`src/rtl/usb_stuff_pkg.sv`:
```
// Shared types and defaults for the USB bit-stuffing path.
package usb_stuff_pkg;
  typedef enum logic {STUFF_TX, STUFF_RX} stuff_dir_t;
  localparam int USB_STUFF_RUN_LEN = 6;
endpackage

```
`src/rtl/run_counter.sv`:
```
// Consecutive-ones counter with terminal-count detect for bit_stuff_engine.
module run_counter
  import usb_stuff_pkg::*;
#(
  parameter  int RUN_LEN = USB_STUFF_RUN_LEN,
  localparam int CNT_W   = $clog2(RUN_LEN + 1)
) (
  input  logic clk,
  input  logic rst,
  input  logic inc,
  input  logic clr,
  output logic hit
);
  logic [CNT_W-1:0] r_cnt;

  assign hit = inc & (r_cnt == CNT_W'(RUN_LEN - 1));

  // Terminal count folds back to 0 instead of wrapping past RUN_LEN-1.
  always_ff @(posedge clk or posedge rst) begin
    if (rst)      r_cnt <= '0;
    else if (clr) r_cnt <= '0;
    else if (inc) r_cnt <= hit ? '0 : r_cnt + 1'b1;
  end
endmodule

```
`src/rtl/bit_stuff_engine.sv`:
```
// Bidirectional USB bit stuffer/destuffer advanced by the bit-rate strobe.
// Optional RX violation detect: define STUFF_ERR_CHECK_EN.
module bit_stuff_engine
  import usb_stuff_pkg::*;
#(
  parameter int RUN_LEN = USB_STUFF_RUN_LEN
) (
  input  logic clk,
  input  logic rst,
  input  logic bit_strobe,
  input  logic clear,
  input  logic dir,
  input  logic serial_in,
  output logic serial_out,
  output logic consume,
  output logic stuffing,
  output logic stuff_err
);
  typedef enum logic {S_COUNT, S_STUFF} state_t;

  state_t r_state;
  logic   w_pend, w_adv, w_inc, w_clr, w_hit, w_tx;

  assign w_pend = (r_state == S_STUFF);
  assign w_adv  = bit_strobe & ~clear;
  assign w_inc  = w_adv & ~w_pend & serial_in;
  // Stuff slots and data zeros both restart the run.
  assign w_clr  = clear | (w_adv & (w_pend | ~serial_in));
  assign w_tx   = (stuff_dir_t'(dir) == STUFF_TX);

  run_counter #(.RUN_LEN(RUN_LEN)) u_cnt (
    .clk (clk),
    .rst (rst),
    .inc (w_inc),
    .clr (w_clr),
    .hit (w_hit)
  );

  always_ff @(posedge clk or posedge rst) begin
    if (rst) r_state <= S_COUNT;
    else if (clear) r_state <= S_COUNT;
    else if (bit_strobe) begin
      case (r_state)
        S_COUNT: if (w_hit) r_state <= S_STUFF;
        S_STUFF: r_state <= S_COUNT;
        default: r_state <= S_COUNT;
      endcase
    end
  end

  assign stuffing   = w_pend;
  assign consume    = bit_strobe & ~w_pend & ~clear;
  assign serial_out = (w_tx & w_pend) ? 1'b0 : serial_in;

`ifdef STUFF_ERR_CHECK_EN
  logic r_err;
  always_ff @(posedge clk or posedge rst) begin
    if (rst) r_err <= 1'b0;
    else     r_err <= w_adv & w_pend & ~w_tx & serial_in;
  end
  assign stuff_err = r_err;
`else
  assign stuff_err = 1'b0;
`endif
endmodule

```
`config.mk`:
```
export PLATFORM = sky130hd
export DESIGN_NAME = bit_stuff_engine
export DESIGN_NICKNAME = d
export VERILOG_FILES = /design/src/rtl/usb_stuff_pkg.sv /design/src/rtl/run_counter.sv /design/src/rtl/bit_stuff_engine.sv
export SDC_FILE = /design/constraint.sdc
export NUM_CORES = 1
export LEC_CHECK = 0
export CAP_MARGIN = 20
export CORE_AREA = 5 5 42 44
export DETAILED_ROUTE_END_ITERATION = 8
export DIE_AREA = 0 0 47 49
export PLACE_DENSITY = 0.54
export SETUP_SLACK_MARGIN = 0.15
export SLEW_MARGIN = 10
export SYNTH_ARGS = -nofsm -noshare
export SYNTH_HDL_FRONTEND = slang
export SYNTH_HIERARCHICAL = 1
export SYNTH_SLANG_ARGS = --single-unit
```
`constraint.sdc`:
```
create_clock -name clk -period 1.6 [get_ports clk]
set_input_delay 0.32 -clock clk [delete_from_list [all_inputs] [get_ports clk]]
set_output_delay 0.32 -clock clk [all_outputs]
set_load 0.02 [all_outputs]
```
# ---- Word level (Yosys, flattened, before mapping)
# Cells that the tools add are included.
dict set report word_totals {
  word_cells 28
  mem_bits_rw 0
  mem_count 0
  ff_bits 4
  latchBits 0
  out_inout_bits 4
  romBits 0
}
dict set report classes {
  bitwise 14
  n_mux 8
  n_eq_ne 1
  reduce_logical 2
  order_cmp 0
  addsub 1
  mul 0
  div 0
  shifts 0
}
# operator count
set op_table {}
lappend op_table {{2-to-1 mux 3 bit} 3}
lappend op_table {{bitwise AND 1 bit} 8}
lappend op_table {{2-to-1 mux 1 bit} 4}
lappend op_table {{inverter 1 bit} 4}
lappend op_table {{nonzero test 2 bit} 2}
lappend op_table {{adder 3 x 1 -> 3 bit (second input constant)} 1}
lappend op_table {{equality test 3 bit (second input constant)} 1}
lappend op_table {{bitwise OR 1 bit} 2}
lappend op_table {{one-hot mux 1 bit (2 select lines)} 1}

# ---- Logic depth before layout (Yosys ltp)
dict set report logic_depth {
  ltp_word 9
  depth_mapped 5
  ltp_nobuf 5
}

# ---- By module
# Netlist, hierarchy kept.
# module seq_area_each_um2 cells_each instances area_per_inst_um2
set by_module_without_submodules {}
lappend by_module_without_submodules {run_counter 75.1 18 1 181.4}
lappend by_module_without_submodules {bit_stuff_engine 25.0 13 1 103.8}

# ---- Worst setup path before layout
# No wires, ideal clock.
dict set report synth_path {
  path_type {flip-flop to flip-flop}
  startpoint {register r_state (netlist: stuffing)}
  endpoint {register r_state (netlist: stuffing)}
  path_slack_ps 17
  arrival_ps 1506
  stages_incl_launch_ff 6
  cell_sequence {dfrtp_1 -> nor3b_2 -> and2_1 -> and3_2 -> nand3b_1 -> a21oi_1}
}
dict set report synth_via {
  elab_chain_len 8
}
# item line_no
set synth_lines {}
lappend synth_lines {{start: declaration} bit_stuff_engine.sv:21} ;# state_t r_state;
lappend synth_lines {{start signal: assignment} bit_stuff_engine.sv:40} ;# if (rst) r_state <= S_COUNT;
lappend synth_lines {{start signal: assignment} bit_stuff_engine.sv:41} ;# else if (clear) r_state <= S_COUNT;
lappend synth_lines {{start signal: assignment} bit_stuff_engine.sv:44} ;# S_COUNT: if (w_hit) r_state <= S_STUFF;
lappend synth_lines {{inverter 1 bit} --}
lappend synth_lines {{bitwise AND 1 bit (2 in a row)} bit_stuff_engine.sv:26} ;# assign w_inc = w_adv & ~w_pend & serial_in;
lappend synth_lines {{net w_inc} bit_stuff_engine.sv:22} ;# logic w_pend, w_adv, w_inc, w_clr, w_hit, w_tx;
lappend synth_lines {{bitwise AND 1 bit} run_counter.sv:16} ;# assign hit = inc & (r_cnt == CNT_W'(RUN_LEN - 1));
lappend synth_lines {{net w_hit} bit_stuff_engine.sv:22}
lappend synth_lines {{2-to-1 mux 1 bit} bit_stuff_engine.sv:44}
lappend synth_lines {{one-hot mux 1 bit (2 select lines)} bit_stuff_engine.sv:43} ;# case (r_state)
lappend synth_lines {{2-to-1 mux 1 bit} bit_stuff_engine.sv:42} ;# else if (bit_strobe) begin
lappend synth_lines {{2-to-1 mux 1 bit} bit_stuff_engine.sv:41}
# The timed path passes the listed nets, and every way through them passes these cells. The select of a mux whose other input is x is not followed.
# A chain may end at the register's enable or synchronous reset.

# ---- Final worst setup path
dict set report layout_path {
  startpoint {input port serial_in}
  endpoint {output port serial_out}
}
dict set report layout_via {
  elab_chain_len 1
}
# item line_no
set layout_lines {}
lappend layout_lines {{start: declaration} bit_stuff_engine.sv:13} ;# input logic serial_in,
lappend layout_lines {{2-to-1 mux 1 bit} bit_stuff_engine.sv:53} ;# assign serial_out = (w_tx & w_pend) ? 1'b0 : serial_in;
lappend layout_lines {{end: declaration} bit_stuff_engine.sv:14} ;# output logic serial_out,
# No other way between the ends.

==> impl_metrics.ini <==
[sta]
setup_ws_ns = 0.1986
period_needed_ns = 1.401
fmax_mhz = 713.6
period_share_pct = 87.59
rsz0062_at_grt = false
finalSetupViolCount = 0
slew_violations = 0
clock-skew-final_ns = 0.007697
finalHoldViolations = 0

[floorplanning]
dieArea_sq_um = 2303
coreArea_sq_um = 1401
rows = 14
die_h_um = 49
die_x_um = 47
initial_core_util_pct = 20.36
io_pins = 10

[clock_tree]
cts.sinks = 4
h-tree-depth = 1
cts_buffers = 3
root_buffer = clkbuf_4
clk-insertion-delay-late_ns = 0.24
hold_buffers = 0
path_clk_slew_ns = 0.04
clock_path_buffers = 2
cts_tree = done

[power]
p_int_uw = 227.0
p_clk_share_pct = 46.8
switching_power_uw = 67.12
pwr_density_cell_nw_per_um2 = 637.0
power_uw = 294.1
pwr-share-seq_pct = 35.3
p_comb_share_pct = 17.9
p_sw_share_pct = 22.82
p_leak_nw = 0.2382
ir_drop_v = 0.0004086

[grt]
top_usage_layer = met2
first_global_vias = 269
grt_pass1_wl_um = 1028
globalRouteOverflowTotal = 0
grt_usage_pct = 6.497
grt_use_met3_pct = 2.214
met1_usage_pct = 6.874
use_met2_pct = 9.050
grt_max_degree = 6
antenna_found_initial = 0

[route]
drt_first_pass_iters = 2
wire_per_inst_um = 9.262
ant_nets = 0
vias = 256
drt-vias-per-instance = 3.938
drtIter0Drc = 3
drc = 0
totalWireLength_um = 602

[synthesis]
synth_top_family_by_area = simple AND/OR/NAND/NOR gates
synth_mux_area_share_pct = 3.509
ys_warn_count = 6
syn_nets = 39
synth_area_leaders = dfrtp_1, ha_1, a21oi_1
ys_seq_area_share_pct = 35.09
synthXorXnorAreaFrac_pct = 0
synth_compound_area_share_pct = 16.23
synth_cells = 31
synth_area_leader_cell = dfrtp_1
ys_types = 18
synthTopCellsByCount = a21oi_1, dfrtp_1, inv_1
synth_simple_gate_area_share_pct = 27.19
synth-edff-count = 0
async_reset_ff_share_pct = 100.0
netlist_area_sq_um = 285.3
synth_top_cell_area_share_pct = 35.09
synth_fa_ha_area_share_pct = 8.772
synth-main-ff-cell = dfrtp_1
avgSynthCellArea_sq_um = 9.202
ys_seq_elements = 4

[worst_setup_path]
arrival_ns = 1.08
worst-endpoint-required_ns = 1.28
crit_type = in -> out
r2r_end = stuffing
startpoint = serial_in
cp-start-kind = input port
path_max_fanout = 2
endpoint_kind = output pin
crit_end = serial_out
reg2reg_setup_slack_ns = 0.24
reg2reg_from = stuffing
rr_worst_depth = 6

[place]
port_buffers = 8
gp_congestion = 0.7413
dp_slack_ns = -0.3432
dpl.hpwl_um = 491.1

[layout]
layout-drive-gt1-share_pct = 42.86
area_growth_pct = 61.84
antenna_cells = 0
nFillCells = 156
finalNetCount = 58

[run]
drv_cap = 0

[worst_hold_path]
hold_class = in -> async

[status]
status = completed
## how the worst min path moves through the flow
stage | slack [ns] | startpoint | to | cells past startpoint
4_1_cts | 0.24 | rst | stuffing | 2
6_report | 0.24 | rst | stuffing | 2
3_5_place_dp | 0.49 | rst | stuffing | 2
5_1_grt | 0.24 | rst | stuffing | 2
2_1_floorplan | 0.05 | rst | stuffing | 1
3_3_place_gp | 0.49 | rst | stuffing | 2
## state kept, by name, indices dropped and copies added, names as in the netlist
name and cells:
u_cnt/r_cnt 3, stuffing 1
## power groups by stage
stage               Sequential, mW  Combinational (mW)  Clock (mW)
finish                       0.104              0.0526       0.138
detailed placement           0.105              0.0534           0
floorplan                    0.105              0.0241           0
CTS                          0.104              0.0517       0.145
global placement             0.105              0.0533           0
global route                 0.104              0.0572       0.157
## cell usage in the layout, fill, tap and decap left out
cell type and count:
nor3b_4 1, and3_2 1, nor2_1 1, nand2_1 1, buf_4 9, nand3b_1 2
clkdlybuf4s50_1 3, o211a_1 1, inv_1 4, a21oi_1 3, dlygate4sd2_1 2, a21oi_2 1
a21boi_2 1, dfrtp_1 3, mux2i_1 1, nand2b_1 3, dfrtp_2 1, clkbuf_2 1
clkbuf_1 1, nor3_2 1, clkbuf_4 3, conb_1 1, ha_1 2, and2_4 1
a21o_2 1
## kinds of logic (layout without fill, tap and decap cells)
logic type	Yosys count	count (layout)
AO/OA/AOI/OAI	7	7
adder cells (fa/ha/maj)	2	2
buffers and inverters	5	23
flip-flops	4	4
multiplexers	1	1
other	1	1
AND/OR/NAND/NOR	11	11
## layout make-up
| cell class | instances | area (sq um) | area share [%] |
|---|---|---|---|
| Clock buffer | 4 | 26.28 | 5.691 |
| Tap cell | 16 | 20.02 | 4.336 |
| Sequential cell | 4 | 101.3 | 21.95 |
| Inverter | 4 | 15.01 | 3.252 |
| Timing Repair Buffer | 15 | 120.1 | 26.02 |
| Multi-Input combinational cell | 22 | 178.9 | 38.75 |
## what timing repair did
item	4_1_cts	5_1_grt
setup endpoints to repair	5	2
gates resized for setup	16	3
pin swaps	2	0
setup buffers	1	0
## stage by stage
| step | utilization, % | TNS (ns) | cells | hold slack, ns | cell area (sq um) |
|---|---|---|---|---|---|
| after floorplan | - | 0 | 31 | 0.04874 | 295.3 |
| after detailed placement | 30.89 | -1.039 | 60 | 0.4915 | 432.9 |
| final | 32.95 | 0 | 65 | 0.2442 | 461.7 |
| after global placement | 30.89 | -0.9805 | 60 | 0.4890 | 432.9 |
| after CTS | 32.86 | 0 | 65 | 0.2361 | 460.4 |
| after global routing | 32.95 | 0 | 65 | 0.2387 | 461.7 |
## critical path: stages
cell,delay (ns)
clkdlybuf4s50_1,0.47
a21boi_2,0.15
buf_4,0.14
## per-layer routing
| layer | share of wire (%) | wire length (um) | vias up |
|---|---|---|---|
| li1 | - | - | 139 |
| met1 | 43 | 260 | 116 |
| met2 | 56 | 336 | 1 |
| met3 | 0.83 | 5 | 0 |
| met4 | 0 | 0 | 0 |
| met5 | 0 | 0 | - |
Power figures use the tool's default switching activity.
==> edit: new RTL, same settings <==
The option `STUFF_ERR_CHECK_EN` is turned on by a define.
--- a/src/rtl/bit_stuff_engine.sv
+++ b/src/rtl/bit_stuff_engine.sv
@@ -1,5 +1,7 @@
 // Bidirectional USB bit stuffer/destuffer advanced by the bit-rate strobe.
 // Optional RX violation detect: define STUFF_ERR_CHECK_EN.
+`define STUFF_ERR_CHECK_EN
+
 module bit_stuff_engine
   import usb_stuff_pkg::*;
 #(
Formal check against the unedited RTL: not equivalent (a bounded check fails within 10 cycles, from zero or initial values and one cycle with rst high).
==> edit against the original RTL <==
Final area rose by 8.4%. Non-clock buffer count stayed put. Sequential cell count increased by 1. Setup slack got worse by 0.040 ns. Critical path depth grew 1. Final cell count rose by 4.6%. Synthesized cell count is 6.5% higher. First-iteration DRC count is the same. Routed wire length rose by 8.0%. Power increased by 11%. Sequential share of layout area up 3.0 points. Area after synthesis rose by 8.3%. Register-to-register slack better by 0.07 ns. Highest routed layer unchanged.
==> edit: results (changes against the original RTL) <==
| Metric | Value |
|---|---|
| Area fraction in compound gates after synthesis | 14.6% (-1.7 points) |
| Final HPWL from detailed placement | 527 um (+7.3%) |
| Cell Area, Placed | 464 sq um (+7.2%) |
| Non-Clock Buffer Area Fraction | 25.8% (-0.27 points) |
| Largest voltage drop on the vdd net | 0.000490 V (+20%) |
| Number of flip-flops in the largest register | 3 (unchanged) |
| Maximum level of the CTS H-tree | 1 (unchanged) |
| Number of instances resized during post-cts repair | 12 (-4) |
| Count of TritonRoute iterations in the first routing pass | 2 (unchanged) |
| Setup WS pre-CTS | -0.319 ns (+0.0246 ns) |
| Mean instance size in the synthesized netlist | 9.37 sq um (+1.8%) |
| Count of port buffers added during placement | 9 (+1) |
| Multiplexer share of the synthesized area | 3.24% (-0.27 points) |
| Number of vias per cell | 4.10 (+4.2%) |
| Reg with most FFs | u_cnt/r_cnt |
| Number of multi-input combinational cells in the layout | 24 (+9.1%) |
| Synth cell types | 16 (-2) |
| Slowest library cell on the worst path | clkdlybuf4s50_1 |
| End of the worst register-to-register path | u_cnt/r_cnt[1] |
| Run status | finished, final reports clean |
| Global-route wire length before repair | 1060 um (+3.3%) |
| Layout cell share with drive strength beyond 1 | 34.6% (-8.2 points) |
| Inverters excl. clock | 4 (unchanged) |
| Adder-cell share of the synthesized area | 8.10% (-0.67 points) |
| Setup Buffers After CTS | 0 (-1) |
| Critical R2R Launch | stuffing |
| Fraction of standard cell area in multi-input logic | 37.0% (-1.8 points) |
| Filler cell count | 158 (+1.3%) |
| Via count of the first global-routing pass | 259 (-3.7%) |
| Synth top area cells | dfrtp_1 (40%), ha_1 (8.1%), a21oi_1 (6.5%) |
| Detailed-route wire length | 650 um (+8.0%) |
| Largest stage delay on the critical path | 0.42 ns (-0.05 ns) |
| Clk cell area share | 5.25% (-0.44 points) |
| Sequential share of the synthesized area | 40.5% (+5.4 points) |
| Syn. warnings | 6 (unchanged) |
| Number of nets in the layout | 61 (+5.2%) |
| Synth Register Bits | 5 (+1) |
| Leakage power | 0.270 nW (+13%) |
| Sequential share of cell area | 25.0% (+3.0 points) |
| Net count after synthesis | 41 (+5.1%) |
| Most common library cells after synthesis | dfrtp_1 (5), a21oi_1 (4), inv_1 (4), nor2_1 (4), nand2b_1 (3) |
| Depth of the most critical reg-to-reg path | 6 (unchanged) |
| Layout overhead on the synthesized area | 61.9% (about the same) |
| Clock skew | 0.00559 ns (-0.00211 ns) |
| Final RePlAce weighted congestion | 0.743 (+0.20%) |
| Capture point of the critical path | consume |
| Worst setup startpoint | clear |
| Total GRT Usage | 6.78% (+0.29 points) |
| Max Buffers Root-to-Sink | 2 (unchanged) |
| Worst-case setup margin in the final layout | 0.159 ns (-0.0399 ns) |
| Internal reg-to-reg setup slack | 0.31 ns (+0.07 ns) |
edit: through the flow:
step	power, mW	cells	hold slack, ns
global placement	0.182	64	0.514
global route	0.354	68	0.281
floorplan	0.150	33	0.0612
finish	0.327	68	0.257
CTS	0.331	68	0.262
detailed placement	0.182	64	0.525
edit: critical path: cells and delay by family:
kind	cells	cell delay, ns
AND/OR/NAND/NOR	2	0.24
buffers and inverters	2	0.56
edit: metal layers:
| metal | part of all wire [%] | vias to the layer above | GRT usage (%) |
|---|---|---|---|
| li1 | - | 147 | - |
| met1 | 40 | 121 | 7.11 |
| met2 | 47 | 11 | 9.73 |
| met3 | 13 | 0 | 6.64 |
| met4 | 0 | 0 | 1.38 |
| met5 | 0 | - | 0 |
edit: where the power goes:
group | switching, mW | internal (mW) | leakage [nW]
Clock | 0.0510 | 0.0943 | 0.0150
Combinational | 0.0227 | 0.0301 | 0.185
Sequential | 0.00117 | 0.128 | 0.0696
